===== src/rtl/exe_pkg.sv =====
// rtl/exe_pkg.sv - shared encodings for the execute stage
package exe_pkg;

  localparam logic [3:0] CMD_MOV = 4'b0001;
  localparam logic [3:0] CMD_MVN = 4'b1001;
  localparam logic [3:0] CMD_ADD = 4'b0010;
  localparam logic [3:0] CMD_ADC = 4'b0011;
  localparam logic [3:0] CMD_SUB = 4'b0100;
  localparam logic [3:0] CMD_SBC = 4'b0101;
  localparam logic [3:0] CMD_AND = 4'b0110;
  localparam logic [3:0] CMD_ORR = 4'b0111;
  localparam logic [3:0] CMD_EOR = 4'b1000;
  localparam logic [3:0] CMD_MUL = 4'b1010;

  localparam logic [1:0] SH_LSL = 2'b00;
  localparam logic [1:0] SH_LSR = 2'b01;
  localparam logic [1:0] SH_ASR = 2'b10;
  localparam logic [1:0] SH_ROR = 2'b11;

  localparam logic [1:0] FWD_REG     = 2'b00;
  localparam logic [1:0] FWD_ALU_MEM = 2'b01;
  localparam logic [1:0] FWD_WB      = 2'b10;

  localparam int FLAG_N = 3;
  localparam int FLAG_Z = 2;
  localparam int FLAG_C = 1;
  localparam int FLAG_V = 0;

  typedef enum logic {ST_IDLE, ST_BUSY} exe_state_e;

endpackage


===== src/rtl/val2_gen_p.sv =====
// rtl/val2_gen_p.sv - second-operand generator: address offset, rotated immediate or shifted register
module val2_gen_p import exe_pkg::*; #(
  parameter int DATA_W = 32
) (
  input  logic [DATA_W-1:0] rm,
  input  logic [11:0]       shift_operand,
  input  logic              imm,
  input  logic              mem_en,
  output logic [DATA_W-1:0] val2
);

  function automatic logic [DATA_W-1:0] rotr(input logic [DATA_W-1:0] x, input int unsigned amt);
    logic [2*DATA_W-1:0] d;
    d = {x, x} >> amt;
    return d[DATA_W-1:0];
  endfunction

  int unsigned rot_amt;
  int unsigned sh_amt;

  always_comb begin
    rot_amt = (32'(shift_operand[11:8]) << 1) % 32'(DATA_W);
    sh_amt  = 32'(shift_operand[11:7]) % 32'(DATA_W);
    if (mem_en) begin
      val2 = DATA_W'(shift_operand[11:0]);
    end else if (imm) begin
      val2 = rotr(DATA_W'(shift_operand[7:0]), rot_amt);
    end else begin
      case (shift_operand[6:5])
        SH_LSL:  val2 = rm << sh_amt;
        SH_LSR:  val2 = rm >> sh_amt;
        SH_ASR:  val2 = $unsigned($signed(rm) >>> sh_amt);
        SH_ROR:  val2 = rotr(rm, sh_amt);
        default: val2 = rm;
      endcase
    end
  end

endmodule


===== src/rtl/exe_stage_pipe.sv =====
// rtl/exe_stage_pipe.sv - registered execute stage: forwarding, ALU, iterative MUL, branch target
module exe_stage_pipe import exe_pkg::*; #(
  parameter int DATA_W  = 32,
  parameter int MUL_BPC = 4
) (
  input  logic              clk,
  input  logic              rst,
  input  logic              flush,
  input  logic              in_valid,
  output logic              in_ready,
  input  logic [3:0]        exe_cmd,
  input  logic              imm,
  input  logic              sr,
  input  logic [3:0]        flags_in,
  input  logic [6:0]        ctl_in,
  input  logic [DATA_W-1:0] pc,
  input  logic [DATA_W-1:0] val_rn,
  input  logic [DATA_W-1:0] val_rm,
  input  logic [DATA_W-1:0] alu_mem_val,
  input  logic [DATA_W-1:0] wb_val,
  input  logic [1:0]        sel_src1,
  input  logic [1:0]        sel_src2,
  input  logic [11:0]       shift_operand,
  input  logic [23:0]       signed_imm_24,
  output logic              out_valid,
  input  logic              out_ready,
  output logic [DATA_W-1:0] alu_result,
  output logic [DATA_W-1:0] br_addr,
  output logic [DATA_W-1:0] val_rm_out,
  output logic [3:0]        status,
  output logic              status_we,
  output logic [6:0]        ctl_out
);

  localparam int MUL_ITERS = DATA_W / MUL_BPC;
  localparam int CNT_W     = $clog2(MUL_ITERS + 1);

  exe_state_e state, state_next;

  logic [DATA_W-1:0] op1, rm_f, val2, br_calc, alu_res;
  logic [DATA_W:0]   sum;
  logic [3:0]        alu_flags;
  logic              known_cmd, add_cin, sub_cin;

  logic [CNT_W-1:0]  mul_cnt;
  logic [DATA_W-1:0] mul_acc, mul_mcand, mul_mplier, mul_pp, mul_final;
  logic [6:0]        p_ctl;
  logic              p_sr;
  logic [1:0]        p_cv;
  logic [DATA_W-1:0] p_br, p_rm;

  logic out_free, accept, is_mul, load_alu, mul_start, mul_done;

  always_comb begin
    case (sel_src1)
      FWD_REG:     op1 = val_rn;
      FWD_ALU_MEM: op1 = alu_mem_val;
      FWD_WB:      op1 = wb_val;
      default:     op1 = val_rn;
    endcase
    case (sel_src2)
      FWD_REG:     rm_f = val_rm;
      FWD_ALU_MEM: rm_f = alu_mem_val;
      FWD_WB:      rm_f = wb_val;
      default:     rm_f = val_rm;
    endcase
  end

  val2_gen_p #(.DATA_W(DATA_W)) u_val2_gen (
    .rm            (rm_f),
    .shift_operand (shift_operand),
    .imm           (imm),
    .mem_en        (ctl_in[5] | ctl_in[4]),
    .val2          (val2)
  );

  always_comb begin
    logic signed [DATA_W-1:0] off;
    off     = DATA_W'($signed(signed_imm_24));
    br_calc = pc + DATA_W'(off << 2);
  end

  // SUB/SBC use a + ~b + cin so the carry out is already NOT borrow
  always_comb begin
    add_cin   = (exe_cmd == CMD_ADC) & flags_in[FLAG_C];
    sub_cin   = (exe_cmd == CMD_SUB) | flags_in[FLAG_C];
    sum       = '0;
    alu_res   = '0;
    alu_flags = flags_in;
    known_cmd = 1'b1;
    case (exe_cmd)
      CMD_MOV: alu_res = val2;
      CMD_MVN: alu_res = ~val2;
      CMD_ADD, CMD_ADC: begin
        sum     = {1'b0, op1} + {1'b0, val2} + {{DATA_W{1'b0}}, add_cin};
        alu_res = sum[DATA_W-1:0];
        alu_flags[FLAG_C] = sum[DATA_W];
        alu_flags[FLAG_V] = (op1[DATA_W-1] == val2[DATA_W-1]) & (alu_res[DATA_W-1] != op1[DATA_W-1]);
      end
      CMD_SUB, CMD_SBC: begin
        sum     = {1'b0, op1} + {1'b0, ~val2} + {{DATA_W{1'b0}}, sub_cin};
        alu_res = sum[DATA_W-1:0];
        alu_flags[FLAG_C] = sum[DATA_W];
        alu_flags[FLAG_V] = (op1[DATA_W-1] != val2[DATA_W-1]) & (alu_res[DATA_W-1] != op1[DATA_W-1]);
      end
      CMD_AND: alu_res = op1 & val2;
      CMD_ORR: alu_res = op1 | val2;
      CMD_EOR: alu_res = op1 ^ val2;
      CMD_MUL: alu_res = '0;
      default: known_cmd = 1'b0;
    endcase
    if (known_cmd) begin
      alu_flags[FLAG_N] = alu_res[DATA_W-1];
      alu_flags[FLAG_Z] = (alu_res == '0);
    end
  end

  always_comb begin
    mul_pp = '0;
    for (int j = 0; j < MUL_BPC; j++) begin
      if (mul_mplier[j]) mul_pp = mul_pp + (mul_mcand << j);
    end
    mul_final = mul_acc + mul_pp;
  end

  assign out_free = !out_valid | out_ready;
  assign in_ready = (state == ST_IDLE) & out_free;
  assign accept   = in_valid & in_ready & !flush;
  assign is_mul   = (exe_cmd == CMD_MUL);

  always_ff @(posedge clk or negedge rst) begin
    if (!rst) state <= ST_IDLE;
    else      state <= state_next;
  end

  always_comb begin
    state_next = state;
    load_alu   = 1'b0;
    mul_start  = 1'b0;
    mul_done   = 1'b0;
    case (state)
      ST_IDLE: begin
        if (accept) begin
          if (is_mul) begin
            mul_start  = 1'b1;
            state_next = ST_BUSY;
          end else begin
            load_alu = 1'b1;
          end
        end
      end
      ST_BUSY: begin
        if (mul_cnt == CNT_W'(1) && out_free) begin
          mul_done   = 1'b1;
          state_next = ST_IDLE;
        end
      end
      default: state_next = ST_IDLE;
    endcase
    if (flush) begin
      state_next = ST_IDLE;
      mul_done   = 1'b0;
    end
  end

  // Multiplier datapath; the last iteration is folded into mul_final so a
  // blocked completion simply holds acc/count until the output frees up.
  always_ff @(posedge clk or negedge rst) begin
    if (!rst) begin
      mul_cnt    <= '0;
      mul_acc    <= '0;
      mul_mcand  <= '0;
      mul_mplier <= '0;
      p_ctl      <= '0;
      p_sr       <= 1'b0;
      p_cv       <= '0;
      p_br       <= '0;
      p_rm       <= '0;
    end else if (flush) begin
      mul_cnt <= '0;
    end else if (mul_start) begin
      mul_cnt    <= CNT_W'(MUL_ITERS);
      mul_acc    <= '0;
      mul_mcand  <= op1;
      mul_mplier <= val2;
      p_ctl      <= ctl_in;
      p_sr       <= sr;
      p_cv       <= {flags_in[FLAG_C], flags_in[FLAG_V]};
      p_br       <= br_calc;
      p_rm       <= rm_f;
    end else if (state == ST_BUSY) begin
      if (mul_done) begin
        mul_cnt <= '0;
      end else if (mul_cnt != CNT_W'(1)) begin
        mul_acc    <= mul_final;
        mul_mcand  <= mul_mcand << MUL_BPC;
        mul_mplier <= mul_mplier >> MUL_BPC;
        mul_cnt    <= mul_cnt - CNT_W'(1);
      end
    end
  end

  always_ff @(posedge clk or negedge rst) begin
    if (!rst) begin
      out_valid  <= 1'b0;
      alu_result <= '0;
      br_addr    <= '0;
      val_rm_out <= '0;
      status     <= '0;
      status_we  <= 1'b0;
      ctl_out    <= '0;
    end else if (flush) begin
      out_valid <= 1'b0;
      status_we <= 1'b0;
    end else if (load_alu) begin
      out_valid  <= 1'b1;
      alu_result <= alu_res;
      br_addr    <= br_calc;
      val_rm_out <= rm_f;
      status     <= alu_flags;
      status_we  <= sr;
      ctl_out    <= ctl_in;
    end else if (mul_done) begin
      out_valid  <= 1'b1;
      alu_result <= mul_final;
      br_addr    <= p_br;
      val_rm_out <= p_rm;
      status     <= {mul_final[DATA_W-1], ~|mul_final, p_cv};
      status_we  <= p_sr;
      ctl_out    <= p_ctl;
    end else if (out_ready) begin
      out_valid <= 1'b0;
    end
  end

endmodule


===== config.mk =====
export PLATFORM = sky130hd
export DESIGN_NAME = exe_stage_pipe
export DESIGN_NICKNAME = d
export VERILOG_FILES = /design/src/rtl/exe_pkg.sv /design/src/rtl/val2_gen_p.sv /design/src/rtl/exe_stage_pipe.sv
export SDC_FILE = /design/constraint.sdc
export NUM_CORES = 2
export LEC_CHECK = 0
export ABC_AREA = 1
export CORE_ASPECT_RATIO = 1.75
export CORE_MARGIN = 5
export CORE_UTILIZATION = 60
export DETAILED_ROUTE_END_ITERATION = 8
export PLACE_DENSITY = 0.92
export REMOVE_ABC_BUFFERS = 1
export SYNTH_ARGS = -nofsm -noshare
export SYNTH_HDL_FRONTEND = slang
export SYNTH_SLANG_ARGS = --single-unit

===== constraint.sdc =====
create_clock -name clk -period 8.37 [get_ports clk]
set_clock_uncertainty 0.05 [all_clocks]
set_input_delay 0.837 -clock clk [delete_from_list [all_inputs] [get_ports clk]]
set_output_delay 0.837 -clock clk [all_outputs]
set_load 0.005 [all_outputs]

==> run summary <==
synthesized cell area: 32,290 sq um
1st-pass router iterations: 7
Finished Layout Cells: 5,988
full die area: 58,740 sq um
Worst-Skew Late Latency: 0.63 ns
row count: 112
worst slew pin tran: 1.456 ns
vias in the first global route: 38,650
reg2reg end: status[2]$_DFFE_PN0P_
top cells by area, synth: dfrtp_1 22%, nand2_1 16%, ha_1 9.6%
Hold WS: 0.2196 ns
Die H: 316.9 um
H-tree depth: 1
Post-Synthesis Cells: 5,071
Num CTS Buffers: 29
Synth area leader: dfrtp_1
remaining antenna violation count: 0
CTS root buf: clkbuf_16
CP Capture Type: flip-flop
Post-DP HPWL: 113.1 mm
critical path's slowest cell: a21oi_1
initial antenna violation count: 1
crit start category: primary input
Chip Width: 185.4 um
Final Cycle Share: 0.9663
Clock Path Buffers: 3
routed len/inst: 24.92 um
Hold Path Class: in2async
share of cells above drive strength 1: 0.06826
delay of the slowest critical-path stage: 0.59 ns
Distinct cells, synth: 64
#FFs+latches synth: 284
Ports: 332
Primary FF master, synth: dfrtp_1
Max Fclk: 123.6 MHz
Worst-path clk slew: 0.07 ns
Starting Density: 0.6048
gr ovfl total: 0
multi-input logic area: 22,410 sq um
largest net degree at the start of global routing: 114
Post-synth ARST share: 1.000
CP dominant cell by count: nand2_1
global-route wire length before repair: 220.6 mm
FF+latch area: 7107 sq um
Core Box Area: 53,390 sq um
PD cells: 445.7 nW/um^2
Final setup viols: 0
VDD IR max: 564.3 uV
launch point of the worst reg-to-reg path: mul_mplier[0]$_DFFE_PN0P_
Post-synth EDFFs: 0
CP required: 8.86 ns
Synth-to-Final Area Change: 15.52%
Final min period: 8.088 ns
Final nets: 5,760
Seq/Total Area, Yosys: 0.2201
CTS tree: built
DP Cell Count: 5,927
# DRC: 0
outcome: finished, final reports clean
drt first-iter violations: 4,371
All-Layer GR Usage: 0.4913
most frequent cells in the layout: 1,359 x nand2_1, 538 x nand3_1, 454 x inv_1
Crit Path Max Fanout: 61
placer congestion estimate: 1.081
R2R depth: 43
Detailed Route WL: 149.2 mm
Warnings, synthesis: 0
Avg Synthesized Cell Area: 6.367 sq um
Leak: 18.16 nW
max cap viols: 0
critical path type: in2reg
Port Buffer Count: 331
vias per inst: 6.544
# clock sinks: 284
Vias: 39,190
Fin. Hold Viols: 0
count of final max-slew check failures: 0
post-synth top area share: 0.2201
leading cell type in the layout, fill and taps excluded: nand2_1
reg2reg setup slack: 0.45 ns
Fill cells: 4,607
WP data arrival: 8.57 ns
max_slew headroom: 0.02286
==> cell usage after synthesis, drive strengths merged (2+ instances only) <==
master   instances
xor2            74
ha             249
nor4             5
mux2i            3
a22oi            5
and2             3
o2111ai          7
a21oi          298
o21ai          413
nor3            35
a21o            21
a221oi          23
a2111oi          4
nand3b           6
clkbuf         141
or2             48
a31o             2
clkinv           9
dfrtp          284
o211ai          53
nor2           416
o21bai          17
a31oi           19
o31ai            7
a211oi          36
xnor2           67
o221ai          74
o21a            19
o311ai           3
fa               9
nand3          565
buf            108
nand4           35
a221o           31
o22ai           39
a21boi          19
inv            471
nand2         1447
==> metrics by stage <==
step | worst slack [ns] | setup TNS, ns | power [mW] | instance area, sq um | util
2_1_floorplan | 0.9418 | 0 | 10.46 | 31180 | -
3_3_place_gp | 0.4357 | 0 | 13.93 | 36120 | 0.6765
3_5_place_dp | 0.3201 | 0 | 14.28 | 36120 | 0.6765
4_1_cts | 0.2691 | 0 | 15.78 | 37140 | 0.6957
5_1_grt | -0.2277 | -0.4061 | 17.85 | 37300 | 0.6986
6_report | 0.2819 | 0 | 16.62 | 37300 | 0.6986
==> worst max path at each step <==
| stage | from | end |
|---|---|---|
| after floorplan | mul_mplier[0]$_DFFE_PN0P_ | status[2]$_DFFE_PN0P_ |
| after global placement | sel_src2[0] | status[2]$_DFFE_PN0P_ |
| after detailed placement | mul_mcand[1]$_DFFE_PN0P_ | status[2]$_DFFE_PN0P_ |
| after CTS | mul_mcand[1]$_DFFE_PN0P_ | status[2]$_DFFE_PN0P_ |
| after global routing | mul_mplier[0]$_DFFE_PN0P_ | status[2]$_DFFE_PN0P_ |
| final | sel_src2[0] | status[2]$_DFFE_PN0P_ |
==> logic make-up (layout without fill, tap and decap cells) <==
logic type | Yosys count | count (layout) | share of synthesized area
and+or+nand+nor | 2561 | 2561 | 0.3415
AOI/OAI and AO/OA | 1095 | 1095 | 0.2069
buffers and inverters | 729 | 961 | 0.09029
DFF | 284 | 284 | 0.2201
adders and majority gates | 258 | 258 | 0.1021
xor gates and xnor gates | 141 | 141 | 0.03825
muxes | 3 | 3 | 0.0009301
other | 0 | 1 | 0
==> state kept, by name, indices dropped and copies added (netlist names), 4 cells and up <==
signal,cells
mul_cnt,4
mul_acc,32
mul_mcand,32
p_br,32
p_rm,32
status,4
ctl_out,7
p_ctl,7
val_rm_out,32
mul_mplier,32
br_addr,32
alu_result,32
==> worst max-delay path: cells and delay by family <==
kind / cells / cell delay (ns)
fa+ha+maj: 3 / 1.10
buf+inv: 8 / 1.37
simple gates: 23 / 3.98
compound gates: 5 / 1.18
==> power by group <==
group	switching, mW	leakage [nW]	internal [mW]
clock	0.644	0.502	0.798
combinational	8.42	14.2	4.68
sequential	0.339	3.46	1.74
==> per-layer routing <==
metal  part of all wire  wire length (um)  global-route usage  vias to the layer above
met5                  0                 0                   0                        -
met4               0.14             20680              0.5200                        0
met3              0.089             13350              0.1158                     1068
met2               0.47             70530              0.8283                     2640
met1               0.30             44670              0.4635                    17980
li1                   -                 -                   -                    17500
==> cell type report <==
| class | instances | area share |
|---|---|---|
| clock inverter | 16 | 0.005199 |
| timing repair buffer | 427 | 0.1096 |
| sequential | 284 | 0.1905 |
| multi-input combinational | 4058 | 0.6009 |
| antenna | 1 | 0.00006709 |
| tap | 684 | 0.02294 |
| clock buffer | 38 | 0.02224 |
| inverter | 480 | 0.04851 |
==> repair_timing <==
action / 4_1_cts / 5_1_grt
setup endpoints to repair: 0 / 10
hold buffers: 0 / 0
resized for setup: 0 / 35
setup buffers: 0 / 6
(Power assumes the default switching activity.)
